<file path="config.mk">
export PLATFORM = sky130hd
export DESIGN_NAME = fetch_prefetch_queue
export DESIGN_NICKNAME = d
export VERILOG_FILES = /design/src/rtl/fetch_prefetch_queue.sv
export SDC_FILE = /design/constraint.sdc
export NUM_CORES = 1
export LEC_CHECK = 0
export CAP_MARGIN = 40
export CORE_MARGIN = 2
export CORE_UTILIZATION = 45
export CTS_CLUSTER_DIAMETER = 100
export CTS_CLUSTER_SIZE = 8
export DETAILED_ROUTE_END_ITERATION = 12
export PLACE_DENSITY = 0.68
export SETUP_SLACK_MARGIN = 0.3
export SYNTH_ARGS = -nofsm -noshare
export SYNTH_HDL_FRONTEND = slang
export SYNTH_SLANG_ARGS = --single-unit
</file>
<file path="constraint.sdc">
create_clock -name clk_i -period 6.8 [get_ports clk_i]
set_clock_uncertainty 0.05 [all_clocks]
set_input_delay 1.36 -clock clk_i [delete_from_list [all_inputs] [get_ports clk_i]]
set_output_delay 1.36 -clock clk_i [all_outputs]
set_load 0.03 [all_outputs]
</file>
<file path="src/rtl/fetch_prefetch_queue.sv">
// Instruction fetch front end: owns the fetch PC, issues one outstanding
// request at a time to a variable-latency instruction memory, and buffers
// returned words in a small FIFO presented to IF/ID as {inst, pc+4}.
module fetch_prefetch_queue #(
  parameter int unsigned DEPTH    = 4,
  parameter logic [31:0] RESET_PC = 32'h0
) (
  input  logic                       clk_i,
  input  logic                       rst_i,
  input  logic                       redirect_i,
  input  logic [31:0]                redirect_pc_i,
  input  logic                       stall_i,
  output logic                       imem_req_o,
  output logic [31:0]                imem_addr_o,
  input  logic                       imem_ack_i,
  input  logic [31:0]                imem_rdata_i,
  output logic [31:0]                inst_o,
  output logic [31:0]                pc_adder_o,
  output logic                       valid_o,
  output logic [$clog2(DEPTH):0]     count_o
);

  localparam int unsigned PtrW = $clog2(DEPTH);
  localparam int unsigned CntW = PtrW + 1;

  typedef enum logic [1:0] {StIdle, StReq, StDrain} state_e;

  state_e            state_q, state_d;
  logic              req_q, req_d;
  logic [31:0]       addr_q, addr_d;
  logic [31:0]       fetch_pc_q, fetch_pc_d;
  logic [PtrW-1:0]   wr_ptr_q, wr_ptr_d;
  logic [PtrW-1:0]   rd_ptr_q, rd_ptr_d;
  logic [CntW-1:0]   count_q, count_d;

  logic [31:0]       inst_mem_q [DEPTH];
  logic [31:0]       pca_mem_q  [DEPTH];

  logic              push, pop, space;
  logic [CntW-1:0]   count_next;
  logic [31:0]       addr_inc;

  // Queue occupancy bookkeeping and head presentation.
  always_comb begin
    valid_o    = (count_q != '0) && !redirect_i;
    pop        = valid_o && !stall_i;
    push       = (state_q == StReq) && imem_ack_i && !redirect_i;
    count_next = count_q + CntW'(push) - CntW'(pop);
    space      = count_next < CntW'(DEPTH);
    addr_inc   = addr_q + 32'd4;
    inst_o     = valid_o ? inst_mem_q[rd_ptr_q] : 32'h0;
    pc_adder_o = valid_o ? pca_mem_q[rd_ptr_q] : 32'h0;
  end

  assign imem_req_o  = req_q;
  assign imem_addr_o = addr_q;
  assign count_o     = count_q;

  // Next-state logic for the request FSM, fetch PC and queue pointers.
  always_comb begin
    state_d    = state_q;
    req_d      = req_q;
    addr_d     = addr_q;
    fetch_pc_d = fetch_pc_q;
    wr_ptr_d   = wr_ptr_q + PtrW'(push);
    rd_ptr_d   = rd_ptr_q + PtrW'(pop);
    count_d    = count_next;

    if (redirect_i) begin
      wr_ptr_d   = '0;
      rd_ptr_d   = '0;
      count_d    = '0;
      fetch_pc_d = redirect_pc_i;
    end

    unique case (state_q)
      StIdle: begin
        // Only issue when a slot is reserved for the returning word.
        if (!redirect_i && space) begin
          state_d = StReq;
          req_d   = 1'b1;
          addr_d  = fetch_pc_q;
        end
      end
      StReq: begin
        if (redirect_i) begin
          if (imem_ack_i) begin
            state_d = StIdle;
            req_d   = 1'b0;
          end else begin
            // The memory still owes a response; keep asking until it arrives.
            state_d = StDrain;
          end
        end else if (imem_ack_i) begin
          fetch_pc_d = addr_inc;
          if (space) begin
            addr_d = addr_inc;
          end else begin
            state_d = StIdle;
            req_d   = 1'b0;
          end
        end
      end
      StDrain: begin
        if (imem_ack_i) begin
          state_d = StIdle;
          req_d   = 1'b0;
        end
      end
      default: begin
        state_d = StIdle;
        req_d   = 1'b0;
      end
    endcase
  end

  // Control state with asynchronous reset.
  always_ff @(posedge clk_i or posedge rst_i) begin
    if (rst_i) begin
      state_q    <= StIdle;
      req_q      <= 1'b0;
      addr_q     <= 32'h0;
      fetch_pc_q <= RESET_PC;
      wr_ptr_q   <= '0;
      rd_ptr_q   <= '0;
      count_q    <= '0;
    end else begin
      state_q    <= state_d;
      req_q      <= req_d;
      addr_q     <= addr_d;
      fetch_pc_q <= fetch_pc_d;
      wr_ptr_q   <= wr_ptr_d;
      rd_ptr_q   <= rd_ptr_d;
      count_q    <= count_d;
    end
  end

  // Queue storage; contents are qualified by count, so no reset is needed.
  always_ff @(posedge clk_i) begin
    if (push) begin
      inst_mem_q[wr_ptr_q] <= imem_rdata_i;
      pca_mem_q[wr_ptr_q]  <= addr_inc;
    end
  end

endmodule

</file>
Yosys cells after proc, flatten, opt, wreduce, memory -nomap -nowiden:

Memory sizes are Yosys's and may differ from the RTL's.
Index checks and enable logic that the tools add are counted.

* bits in read-only memories: 0
* input port bits: 69
* memories kept: 2
* logic and storage cells: 66
* register bits after elaboration: 74
* output and inout port bits: 101
* bits in latches: 0
* memory bits (writable): 256

Memory list
* inst_mem_q: depth 4, width 32, rd ports 1, clocked after memory_dff 0, wr ports 1, RTL line 36 `logic [31:0] inst_mem_q [DEPTH];`
* pca_mem_q: depth 4, width 32, rd ports 1, clocked after memory_dff 0, wr ports 1, RTL line 37 `logic [31:0] pca_mem_q [DEPTH];`

* shift-type cells: 0
* divide/modulo/power cells: 0
* reduce and logical (&&, ||, !) cells: 13
* multiply operators: 0
* multiplexer cells: 29
* $add $sub $neg: 5
* bitwise logic cells: 0
* eq/ne operators: 9
* $lt $le $gt $ge: 1

Operators by type and width (count)
* two-way mux 32 bit: 10
* one-hot mux 32 bit (2 select lines): 1
* adder 32 x 3 -> 32 bit (second input constant): 1
* two-way mux 2 bit: 8
* != test 2 bit (second input constant): 5
* two-way mux 1 bit: 7
* != test 3 bit (second input constant): 2
* one-hot mux 2 bit (3 select lines): 1
* logical AND 1 bit: 5
* AND reduction 5 bit: 1
* adder 2 x 1 -> 2 bit: 2
* AND reduction 4 bit: 1
* adder 3 x 1 -> 3 bit: 1
* less-than comparator 3 bit (second input constant): 1
* two-way mux 3 bit: 1
* one-hot mux 1 bit (3 select lines): 1
* AND reduction 3 bit: 1
* nonzero test 3 bit: 1
* subtractor 3 x 1 -> 3 bit: 1
* == test 2 x 1 -> 1 bit (second input constant): 1
* == test 2 bit (second input constant): 1
* logical NOT 1 bit: 2
* logical NOT 2 bit: 1
* nonzero test 2 bit: 1

Longest topological paths before layout:

Gate-level depths: netlist of run 1.

* word-level depth: 10
* gate-level depth with buffers: 19
* mapped depth without buffers: 14

Least setup slack after synthesis of run 1:

OpenSTA, ideal clock, no wires.

* path kind: input port to flip-flop
* start: in redirect_i
* end: mem inst_mem_q[1][0], enable pin
* path slack: -539 ps
* required time: 6172 ps
* path buffers: 2
* library setup time: 578 ps
* arrival time: 6711 ps
* stages: 5
* path through: clkbuf_1 nor2_2 buf_2 inv_2 nor3b_1

* longest elaborated chain between the ends: 4

Ends and longest elaborated chain
* start, declared: RTL line 10 `input logic redirect_i,`
* logical NOT 1 bit: RTL line 47 `push = (state_q == StReq) && imem_ack_i && !redirect_i;`
* logical AND 1 bit: RTL line 47
* two-way mux 1 bit: RTL line 140 `if (push) begin`
* two-way mux 1 bit (implied by the code): RTL line 141 `inst_mem_q[wr_ptr_q] <= imem_rdata_i;`
* end, declared: RTL line 36

Every way passes these cells.

Worst setup path after layout of run 1:

* start: in imem_ack_i
* end: reg addr_q[17], in the netlist imem_addr_o[17]

* longest elaborated chain between the ends: 8
* elaborated cells on any way between the ends: 10
* those cells by class: add/sub (2); order compare (1); eq/ne (3); reduce/logical (4)

Ends and longest elaborated chain
* start, declared: RTL line 15 `input logic imem_ack_i,`
* logical AND 1 bit (2 in a row): RTL line 47
* adder 3 x 1 -> 3 bit: RTL line 48 `count_next = count_q + CntW'(push) - CntW'(pop);`
* subtractor 3 x 1 -> 3 bit: RTL line 48
* less-than comparator 3 bit: RTL line 49 `space = count_next < CntW'(DEPTH);`
* logical AND 1 bit: RTL line 79 `if (!redirect_i && space) begin`
* != test 2 bit (no line)
* AND reduction 5 bit (no line) *
* end signal, assigned: RTL line 130 `addr_q <= addr_d;`
* end, declared: RTL line 30 `logic [31:0] addr_q, addr_d;`

Mark *: on every way between the ends. The rest lies on a longest branch, timed or not.
A chain may end at the register's enable or synchronous reset.

==> results of run 1 <==
[synth_stat cells (3+ instances only)]
| library cell | count | area (um2) |
|---|---|---|
| and2_1 | 65 | 406.6 |
| o21ai_1 | 4 | 20.02 |
| nor2b_1 | 6 | 37.54 |
| dfrtp_1 | 74 | 1852 |
| o21ai_0 | 36 | 180.2 |
| a21oi_1 | 34 | 170.2 |
| a21o_1 | 11 | 82.58 |
| o31ai_1 | 4 | 30.03 |
| nor3b_1 | 6 | 45.04 |
| ha_1 | 5 | 62.56 |
| mux2i_1 | 18 | 180.2 |
| edfxtp_1 | 256 | 7687 |
| nor2_1 | 46 | 172.7 |
| a221o_1 | 9 | 90.09 |
| nor4_1 | 3 | 18.77 |
| xnor2_1 | 17 | 148.9 |
| nand2b_1 | 10 | 62.56 |
| nand2_1 | 51 | 191.4 |
| buf_2 | 21 | 105.1 |
| o2bb2ai_1 | 3 | 26.28 |
| nor4_2 | 3 | 37.54 |
| inv_1 | 16 | 60.06 |
| nand3_1 | 22 | 110.1 |
| a22o_1 | 3 | 26.28 |
| mux4_2 | 64 | 1441 |
| clkbuf_1 | 29 | 108.9 |
| xor2_1 | 8 | 70.07 |
| xnor2_2 | 3 | 48.80 |
| o22ai_1 | 4 | 25.02 |
| nor3_1 | 11 | 55.05 |
| buf_4 | 6 | 45.04 |
| nand4_1 | 10 | 62.56 |
[flip-flops by register name, summed over array words and instances (netlist names)]
signal,cells
wr_ptr_q,2
fetch_pc_q,32
rd_ptr_q,2
inst_mem_q,128
imem_req_o,1
count_o,3
state_q,2
pca_mem_q,128
imem_addr_o,32
[cell type report]
type | count | area [um2]
Multi-Input combinational cell | 502 | 4310
Fill cell | 2428 | 13050
Clock buffer | 85 | 1361
Timing Repair Buffer | 189 | 1917
Sequential cell | 330 | 9547
Inverter | 17 | 63.81
Clock inverter | 1 | 8.758
Tap cell | 396 | 495.5
[worst paths after layout]
| path | from | endpoint | slack [ns] |
|---|---|---|---|
| setup / recovery | imem_ack_i | imem_addr_o[17] | 2.05 |
| hold / removal | fetch_pc_q[0] | imem_addr_o[0] | 0.47 |
| setup reg to reg | state_q[0] | imem_addr_o[17] | 2.19 |
| hold reg to reg | fetch_pc_q[0] | imem_addr_o[0] | 0.47 |
| max in group asynchronous | rst_i | fetch_pc_q[10] | 4.41 |
| min in group asynchronous | rst_i | fetch_pc_q[22] | 1.25 |
[worst max-delay path, stage by stage]
cell and delay (ns):
clkdlybuf4s50_1 0.56, nand2_2 0.06, buf_4 0.21, nor2_2 0.13, inv_2 0.10, ha_1 0.30, inv_1 0.06, ha_1 0.13
inv_1 0.05, fa_1 0.37, xnor3_2 0.30, nand3b_1 0.62, buf_4 0.44, a21o_1 0.17, a22o_1 0.23
[per-stage QoR]
step           total power (uW)  cell area [um2]
5_1_grt                    7357            17700
3_3_place_gp               4868            16240
2_1_floorplan              4114            14160
6_report                   7022            17700
3_5_place_dp               4918            16330
4_1_cts                    7083            17700
[kinds of logic (layout without fill, tap and decap cells)]
| kind of cell | Yosys count | in the layout |
|---|---|---|
| flip-flops | 330 | 330 |
| AND/OR/NAND/NOR | 260 | 260 |
| AO/OA/AOI/OAI | 123 | 123 |
| multiplexers | 84 | 84 |
| buffers and inverters | 76 | 292 |
| XOR/XNOR | 29 | 29 |
| adder cells (fa/ha/maj) | 6 | 6 |
[layer usage]
metal,vias to the layer above,wire [um]
li1,3836,-
met1,4238,14040
met2,293,15030
met3,49,1953
met4,0,637
met5,-,0
[power groups by stage]
stage | Combinational, uW | Clock (uW) | Sequential, uW
2_1_floorplan | 1240 | 0 | 2870
3_3_place_gp | 2020 | 0 | 2840
3_5_place_dp | 2080 | 0 | 2840
4_1_cts | 2090 | 2190 | 2810
5_1_grt | 2230 | 2280 | 2850
6_report | 2060 | 2140 | 2820
==> out/results.ini, run 1 <==
[power_and_ir_drop]
seqPwrFrac_pct = 40.1
switching_share_pct = 33.00
combPwrFrac_pct = 29.4
clock_power_share_pct = 30.5
ir_drop_mv = 0.2975
switching_power_uw = 2317
p_per_area_nw_per_um2 = 396.7
p_int_uw = 4705
power.leakage_uw = 0.006109

[grt]
grt_max_degree = 73
grt_usage_pct = 19.55
top_usage_layer = met2
grt_overflow_total = 0
use_met1_pct = 27.60
grt_antenna_before_repair = 0
met2_usage_pct = 31.22
grt_pass1_wl_mm = 49.52
grt_pass1_vias = 8576
use_met3_pct = 3.749

[placement]
dp_hpwl_mm = 20.12
place_inst = 1434
pre_cts_slack_ns = 1.525
portBuffers = 169
routabilityCongestion = 0.8370

[route]
drtIter0Drc = 646
routed_wl_mm = 31.66
drt_pass1_iterations = 6
routed_via_density = 5.537
post-route-drc-count = 0
vias = 8416
ant_nets = 0
wl_per_cell_um = 20.83

[sta]
setup_viol = 0
timing.fmax_mhz = 210.4
worstMarginPinSlew_ns = 0.8894
layout_setup_ws_ns = 2.048
maxSlewHeadroom_pct = 40.53
period_minus_slack_ns = 4.752
fin_crit_sh_pct = 69.88
hold_viol = 0
holdWs_ns = 0.4651
slew_violations = 0
grt_setup_unrepaired = no
fin_tns_setup_ns = 0

[floorplanning]
coreArea_um2 = 30750
die_area_um2 = 32890
start_util_pct = 46.03
io_pins = 170
die_h_um = 181.4
die_x_um = 181.4
num_rows = 64

[hold_path]
holdCritPathClass = reg2reg
min_path_cells = 1

[clock_network]
cts_tree = built
clk_path_buf_depth = 3
cts_num_sinks = 330
ctsHoldBuffers = 0
clk_latency_ns = 0.53
root_buffer = clkbuf_16
path_clk_slew_ns = 0.05
cts_setup_buffers = 0
cts_inserted_buffers = 47
htree_num_levels = 2
ctsResizeCount = 0

[worst_setup_path]
crit_type = in2reg
critPathCaptureType = flop
cp.required_ns = 7.16
worstRegToRegCells = 16
start_kind = input pin
worstPathMaxFanout = 20
worstPathArrival_ns = 5.11

[run_status]
status = finished, final reports clean

[synth]
synth_top_family_by_area = multiplexers
ys.flop_type = edfxtp_1
synth-xor-area-share_pct = 2.060
yosys.area_share.simple_pct = 10.42
ys.warnings.count = 0
synthMuxAreaShare_pct = 11.61
yosysUniqueCellTypes = 68
syn_area_um2 = 14150
synth_compound_area_share_pct = 5.454
async_reset_ff_share_pct = 22.42
synth_cells = 908
yosys.area_share.adder_pct = 0.5834
synth_edf_count = 256
syn_area_per_cell_um2 = 15.59
ys_seq_area_share_pct = 67.39
ys_ff_latch = 330
syn_nets = 983

[finish]
final_cell_mix = edfxtp_1 (256), clkdlybuf4s50_1 (168), dfrtp_1 (72)
drive_above_1_share_pct = 14.95
layout.cells.non_filler = 1520
areaGrowthSynthToFinish_pct = 25.07
nets = 1162
post-route-util_pct = 57.57
diodes = 0
final_common_cell = edfxtp_1

[flow_run]
drv_cap = 0

No activity file was read; power rests on OpenSTA's default activity.
==> inputs of run 2 (changes only) <==
Settings changed: PLACE_DENSITY 0.68 to 0.66.
Clock period 6.8 ns to 4.7 ns, I/O delays scaled along.
==> run 2 against run 1 <==
  * Count of clock-buffer cells in the layout is 1 lower
  * Non-clock buffer count increased by 3
  * Combinational power grew 45%
  * Largest power group unchanged
  * Critical endpoint is now pc_adder_o[3]
  * Via count shrank 0.63%
  * Sequential power rose by 44%
  * Hold slack improved by 0.0080 ns
  * Setup slack worse by 1.3 ns
  * Total power up 44%
  * Die area stayed put
  * Final area about the same
  * Sequential share of layout area is 0.053 points lower
==> out/results.ini, run 2 (synthesis gave the netlist of run 1 again) <==
[run_status]
status = finished, final reports clean  ; unchanged

[clock_network]
cts_setup_buffers = 0  ; unchanged
htree_num_levels = 2  ; unchanged
cts_num_sinks = 330  ; unchanged
cts_inserted_buffers = 47  ; unchanged
ctsResizeCount = 0  ; unchanged
clk_latency_ns = 0.53  ; about the same
clk_path_buf_depth = 3  ; unchanged
path_clk_slew_ns = 0.05  ; about the same
cts_tree = built  ; unchanged
root_buffer = clkbuf_16  ; unchanged
ctsHoldBuffers = 0  ; unchanged

[finish]
final_common_cell = edfxtp_1  ; unchanged
drive_above_1_share_pct = 15.25  ; was 14.95%
diodes = 0  ; unchanged
post-route-util_pct = 57.63  ; was 57.57%
nets = 1165  ; was 1162
areaGrowthSynthToFinish_pct = 25.19  ; was 25.07%
final_cell_mix = edfxtp_1 (256), clkdlybuf4s50_1 (168), dfrtp_1 (72)  ; unchanged
reg.largest.list = inst_mem_q x128, pca_mem_q x128  ; unchanged

[placement]
portBuffers = 169  ; unchanged
dp_hpwl_mm = 20.01  ; was 20.12 mm
routabilityCongestion = 0.8408  ; was 0.8370

[grt]
grt_overflow_total = 0  ; unchanged
grt_max_degree = 66  ; was 73
grt_antenna_before_repair = 0  ; unchanged
grt_pass1_wl_mm = 49.93  ; was 49.52 mm
grt_pass1_vias = 8613  ; was 8576
grt_usage_pct = 19.77  ; was 19.55%

[sta]
grt_setup_unrepaired = no  ; unchanged
fin_tns_setup_ns = 0  ; unchanged
period_minus_slack_ns = 3.951
maxSlewHeadroom_pct = 48.67  ; was 40.53%
worstMarginPinSlew_ns = 0.7645  ; was 0.8894 ns
fin_crit_sh_pct = 84.06
setup_viol = 0  ; unchanged
timing.fmax_mhz = 253.1
hold_viol = 0  ; unchanged
slew_violations = 0  ; unchanged

[floorplanning]
coreArea_um2 = 30750  ; unchanged
die_x_um = 181.4  ; unchanged
die_area_um2 = 32890  ; unchanged
io_pins = 170  ; unchanged
start_util_pct = 46.03  ; unchanged
num_rows = 64  ; unchanged
die_h_um = 181.4  ; unchanged

[worst_setup_path]
startpoint = rd_ptr_q[0]  ; was imem_ack_i
critPathCapture = pc_adder_o[3]  ; was imem_addr_o[17]
r2r-start = state_q[0]  ; unchanged
worst_r2r_endpoint = imem_addr_o[17]  ; unchanged
worstPathArrival_ns = 2.96  ; was 5.11 ns
critPathCaptureType = output pin  ; was flop
worstRegToRegCells = 14  ; was 16
start_kind = flop  ; was input pin
worstPathMaxFanout = 24  ; was 20
crit_type = reg2out  ; was in2reg
worst-r2r-setup-slack_ns = 1.05  ; was 2.19 ns
cp.required_ns = 3.71  ; was 7.16 ns

[route]
post-route-drc-count = 0  ; unchanged
wl_met1_mm = 14.40  ; was 14.04 mm
drtIter0Drc = 517  ; was 646
routed_via_density = 5.488  ; was 5.537
drt_pass1_iterations = 5  ; was 6
vias = 8363  ; was 8416
route.met3.wl_mm = 1.793  ; was 1.953 mm
ant_nets = 0  ; unchanged
wl_met2_mm = 15.09  ; was 15.03 mm
dr.max_layer_used = met4  ; unchanged
routed_wl_mm = 31.84  ; was 31.66 mm
wl_per_cell_um = 20.89  ; was 20.83 um

[flow_run]
drv_cap = 0  ; unchanged

[hold_path]
holdCritPathClass = reg2reg  ; unchanged

[power_and_ir_drop]
power.leakage_uw = 0.006123  ; was 0.006109 uW
ir_drop_mv = 0.3669  ; was 0.2975 mV
p_per_area_nw_per_um2 = 572.5  ; was 396.7 nW/um2

-- run 2: metrics by stage --
step	hold WS (ns)	cells	cell area [um2]	total power, uW	setup slack [ns]
after global placement	0.4637	1437	16350	7068	0.5171
after detailed placement	0.4562	1437	16350	7119	0.4827
after CTS	0.4723	1524	17720	10250	0.6583
final	0.4731	1524	17720	10150	0.7492
after floorplan	0.4081	908	14180	5953	0.6281
after global routing	0.4882	1524	17720	10650	0.5736
-- run 2: how the worst min path moves through the flow --
| stage | from | to | slack (ns) | cells after the start |
|---|---|---|---|---|
| after floorplan | fetch_pc_q[27] | imem_addr_o[27] | 0.41 | 1 |
| after global placement | fetch_pc_q[0] | imem_addr_o[0] | 0.46 | 1 |
| after detailed placement | fetch_pc_q[0] | imem_addr_o[0] | 0.46 | 1 |
| after CTS | fetch_pc_q[1] | imem_addr_o[1] | 0.47 | 1 |
| after global routing | fetch_pc_q[1] | imem_addr_o[1] | 0.49 | 1 |
| final | fetch_pc_q[1] | imem_addr_o[1] | 0.47 | 1 |
-- run 2: power by group --
group	internal [uW]	leakage (uW)	switching (uW)
registers	3630	0.00322	438
clock network	1900	0.000650	1180
logic	1260	0.00225	1730
-- run 2: critical path, stage by stage (launching register included) --
cell,delay [ns]
dfrtp_4,0.74
buf_4,0.35
mux4_2,0.52
and2_1,0.19
clkdlybuf4s50_1,0.59
-- run 2: metal layers --
layer	vias to the layer above	track usage [%]
met5	-	0
met4	0	5.008
met3	46	3.407
met2	256	31.65
met1	4231	28.35
li1	3830	-
-- run 2: layout make-up --
| cell class | count | area (um2) |
|---|---|---|
| Clock buffer | 84 | 1336 |
| Clock inverter | 3 | 33.78 |
| Fill cell | 2488 | 13030 |
| Inverter | 17 | 63.81 |
| Multi-Input combinational cell | 502 | 4310 |
| Sequential cell | 330 | 9547 |
| Tap cell | 396 | 495.5 |
| Timing Repair Buffer | 192 | 1934 |
==> inputs of run 3 (changes only) <==
Clock period 4.7 ns to 4 ns, I/O delays scaled along.
==> run 3 against run 2 <==
  * Non-clock buffer count up 7
  * Via count up 0.61%
  * Hold slack worse by 0.0068 ns
==> out/results.ini, run 3 (synthesis gave the netlist of run 1 again) <==
[floorplanning]
die_x_um = 181.4  ; unchanged
start_util_pct = 46.03  ; unchanged
io_pins = 170  ; unchanged
coreArea_um2 = 30750  ; unchanged
num_rows = 64  ; unchanged
die_area_um2 = 32890  ; unchanged
die_h_um = 181.4  ; unchanged

[sta]
holdWs_ns = 0.4663  ; was 0.4731 ns
fin_tns_setup_ns = 0  ; unchanged
layout_setup_ws_ns = 0.4532  ; was 0.7492 ns
fin_crit_sh_pct = 88.67
timing.fmax_mhz = 281.9
worstMarginPinSlew_ns = 0.7310  ; was 0.7645 ns
slew_violations = 0  ; unchanged
hold_viol = 0  ; unchanged
grt_setup_unrepaired = no  ; unchanged
maxSlewHeadroom_pct = 51.19  ; was 48.67%
setup_viol = 0  ; unchanged
period_minus_slack_ns = 3.547

[route]
post-route-drc-count = 0  ; unchanged
routed_via_density = 5.543  ; was 5.488
wl_met2_mm = 15.49  ; was 15.09 mm
wl_met1_mm = 13.84  ; was 14.40 mm
dr.max_layer_used = met4  ; unchanged
drt_pass1_iterations = 5  ; unchanged
route.met3.wl_mm = 1.901  ; was 1.793 mm
drtIter0Drc = 506  ; was 517
wl_per_cell_um = 21.05  ; was 20.89 um
routed_wl_mm = 31.95  ; was 31.84 mm
ant_nets = 0  ; unchanged
vias = 8414  ; was 8363

[worst_setup_path]
slowest_stage = dfrtp_4  ; unchanged
worst_r2r_endpoint = imem_addr_o[18]  ; was imem_addr_o[17]
cp_cell_sequence = buf_12 -> mux4_2 -> and2_1 -> clkdlybuf4s50_1  ; was buf_4 -> mux4_2 -> and2_1 -> clkdlybuf4s50_1
cp_top_family = buffers and inverters  ; unchanged
worst-r2r-setup-slack_ns = 0.72  ; was 1.05 ns
worstPathArrival_ns = 2.70  ; was 2.96 ns
cp.required_ns = 3.15  ; was 3.71 ns
worstRegToRegCells = 14  ; unchanged
slowest_delay_ns = 0.74  ; about the same
start_kind = flop  ; unchanged
r2r-start = count_o[1]  ; was state_q[0]
critPathCaptureType = output pin  ; unchanged
crit_cells = 4  ; unchanged
crit_type = reg2out  ; unchanged
crit_buf_inv = 2  ; unchanged
worstPathMaxFanout = 36  ; was 24

[finish]
reg.largest.list = inst_mem_q x128, pca_mem_q x128  ; unchanged
nets = 1172  ; was 1165
diodes = 0  ; unchanged
areaGrowthSynthToFinish_pct = 25.33  ; was 25.19%
drive_above_1_share_pct = 15.86  ; was 15.25%
layout.cells.non_filler = 1518  ; was 1524
final_cell_mix = edfxtp_1 (256), clkdlybuf4s50_1 (168), dfrtp_1 (72)  ; unchanged
final_common_cell = edfxtp_1  ; unchanged
fill_cells = 2425  ; was 2488

[placement]
routabilityCongestion = 0.8326  ; was 0.8408
dp_hpwl_mm = 20.14  ; was 20.01 mm
portBuffers = 169  ; unchanged
pre_cts_slack_ns = 0.2148  ; was 0.4827 ns
place_inst = 1442  ; was 1437

[grt]
grt_pass1_vias = 8757  ; was 8613
grt_overflow_total = 0  ; unchanged
grt_max_degree = 69  ; was 66
grt_antenna_before_repair = 0  ; unchanged
grt_pass1_wl_mm = 50.35  ; was 49.93 mm
grt_usage_pct = 19.84  ; was 19.77%

[clock_network]
path_clk_slew_ns = 0.05  ; about the same
cts_num_sinks = 330  ; unchanged
htree_num_levels = 2  ; unchanged
clk_path_buf_depth = 3  ; unchanged
clk_latency_ns = 0.53  ; about the same
root_buffer = clkbuf_16  ; unchanged
ctsHoldBuffers = 0  ; unchanged
cts_inserted_buffers = 47  ; unchanged
cts_tree = built  ; unchanged

[run_status]
status = finished, final reports clean  ; unchanged

[hold_path]
holdCritPathClass = reg2reg  ; unchanged
min_path_cells = 1  ; unchanged
min_to = imem_addr_o[27]  ; was imem_addr_o[1]
min_from = fetch_pc_q[27]  ; was fetch_pc_q[1]

[power_and_ir_drop]
ir_drop_mv = 0.3693  ; was 0.3669 mV
total_power_uw = 11930  ; was 10150 uW
power.leakage_uw = 0.006145  ; was 0.006123 uW
p_per_area_nw_per_um2 = 672.7  ; was 572.5 nW/um2

[flow_run]
drv_cap = 0  ; unchanged

-- run 3: changes by cell type in the layout (fill, tap and decap cells not counted) --
| cell | previous run | this run |
|---|---|---|
| inv_6 | 1 | 0 |
| buf_4 | 17 | 23 |
| buf_12 | 6 | 7 |
| clkbuf_1 | 36 | 24 |
| clkinv_8 | 1 | 0 |
| clkbuf_16 | 48 | 49 |
-- run 3: worst max path at each step --
stage	startpoint	endpoint	slack, ns
5_1_grt	rd_ptr_q[1]	inst_o[5]	0.35
6_report	rd_ptr_q[1]	inst_o[5]	0.45
2_1_floorplan	redirect_i	imem_addr_o[28]	0.31
4_1_cts	rd_ptr_q[1]	pc_adder_o[29]	0.40
3_5_place_dp	imem_ack_i	imem_addr_o[18]	0.21
3_3_place_gp	imem_ack_i	imem_addr_o[17]	0.26
-- run 3: what timing repair did --
item	4_1_cts	5_1_grt
endpoints found under the hold margin	0	0
gates resized for setup	0	0
buffers inserted	2	0
setup endpoints to repair	45	0
-- run 3: where the power goes --
group	internal [uW]	total, uW	switching, uW	leakage (uW)
clock	2220	3560	1340	0.000636
combinational	1520	3610	2090	0.00228
sequential	4270	4760	493	0.00322
-- run 3: final cells by class --
cell class | count | area, um2 | share of cell area (%)
Multi-Input combinational cell | 502 | 4310 | 24.30
Sequential cell | 330 | 9547 | 53.81
Timing Repair Buffer | 199 | 1999 | 11.27
Tap cell | 396 | 495.5 | 2.793
Inverter | 17 | 63.81 | 0.3597
Clock buffer | 73 | 1316 | 7.419
Clock inverter | 1 | 8.758 | 0.04937
-- run 3: per-layer routing --
layer,global-route usage (%),vias up
li1,-,3847
met1,26.98,4217
met2,33.10,292
met3,3.548,58
met4,5.431,0
met5,0,-
-- run 3: metrics by stage --
stage	instance area, um2	utilization [%]
3_3_place_gp	16400	53.34
4_1_cts	17740	57.69
3_5_place_dp	16400	53.34
6_report	17740	57.69
5_1_grt	17740	57.69
2_1_floorplan	14180	-
-- run 3: worst reg2reg max path, delay by kind of cell (launching register included) --
| kind | cells | cell delay (ns) |
|---|---|---|
| DFF | 1 | 0.43 |
| adders and majority gates | 3 | 0.79 |
| and+or+nand+nor | 6 | 1.16 |
| buffers and inverters | 4 | 0.53 |
| xor gates and xnor gates | 1 | 0.26 |
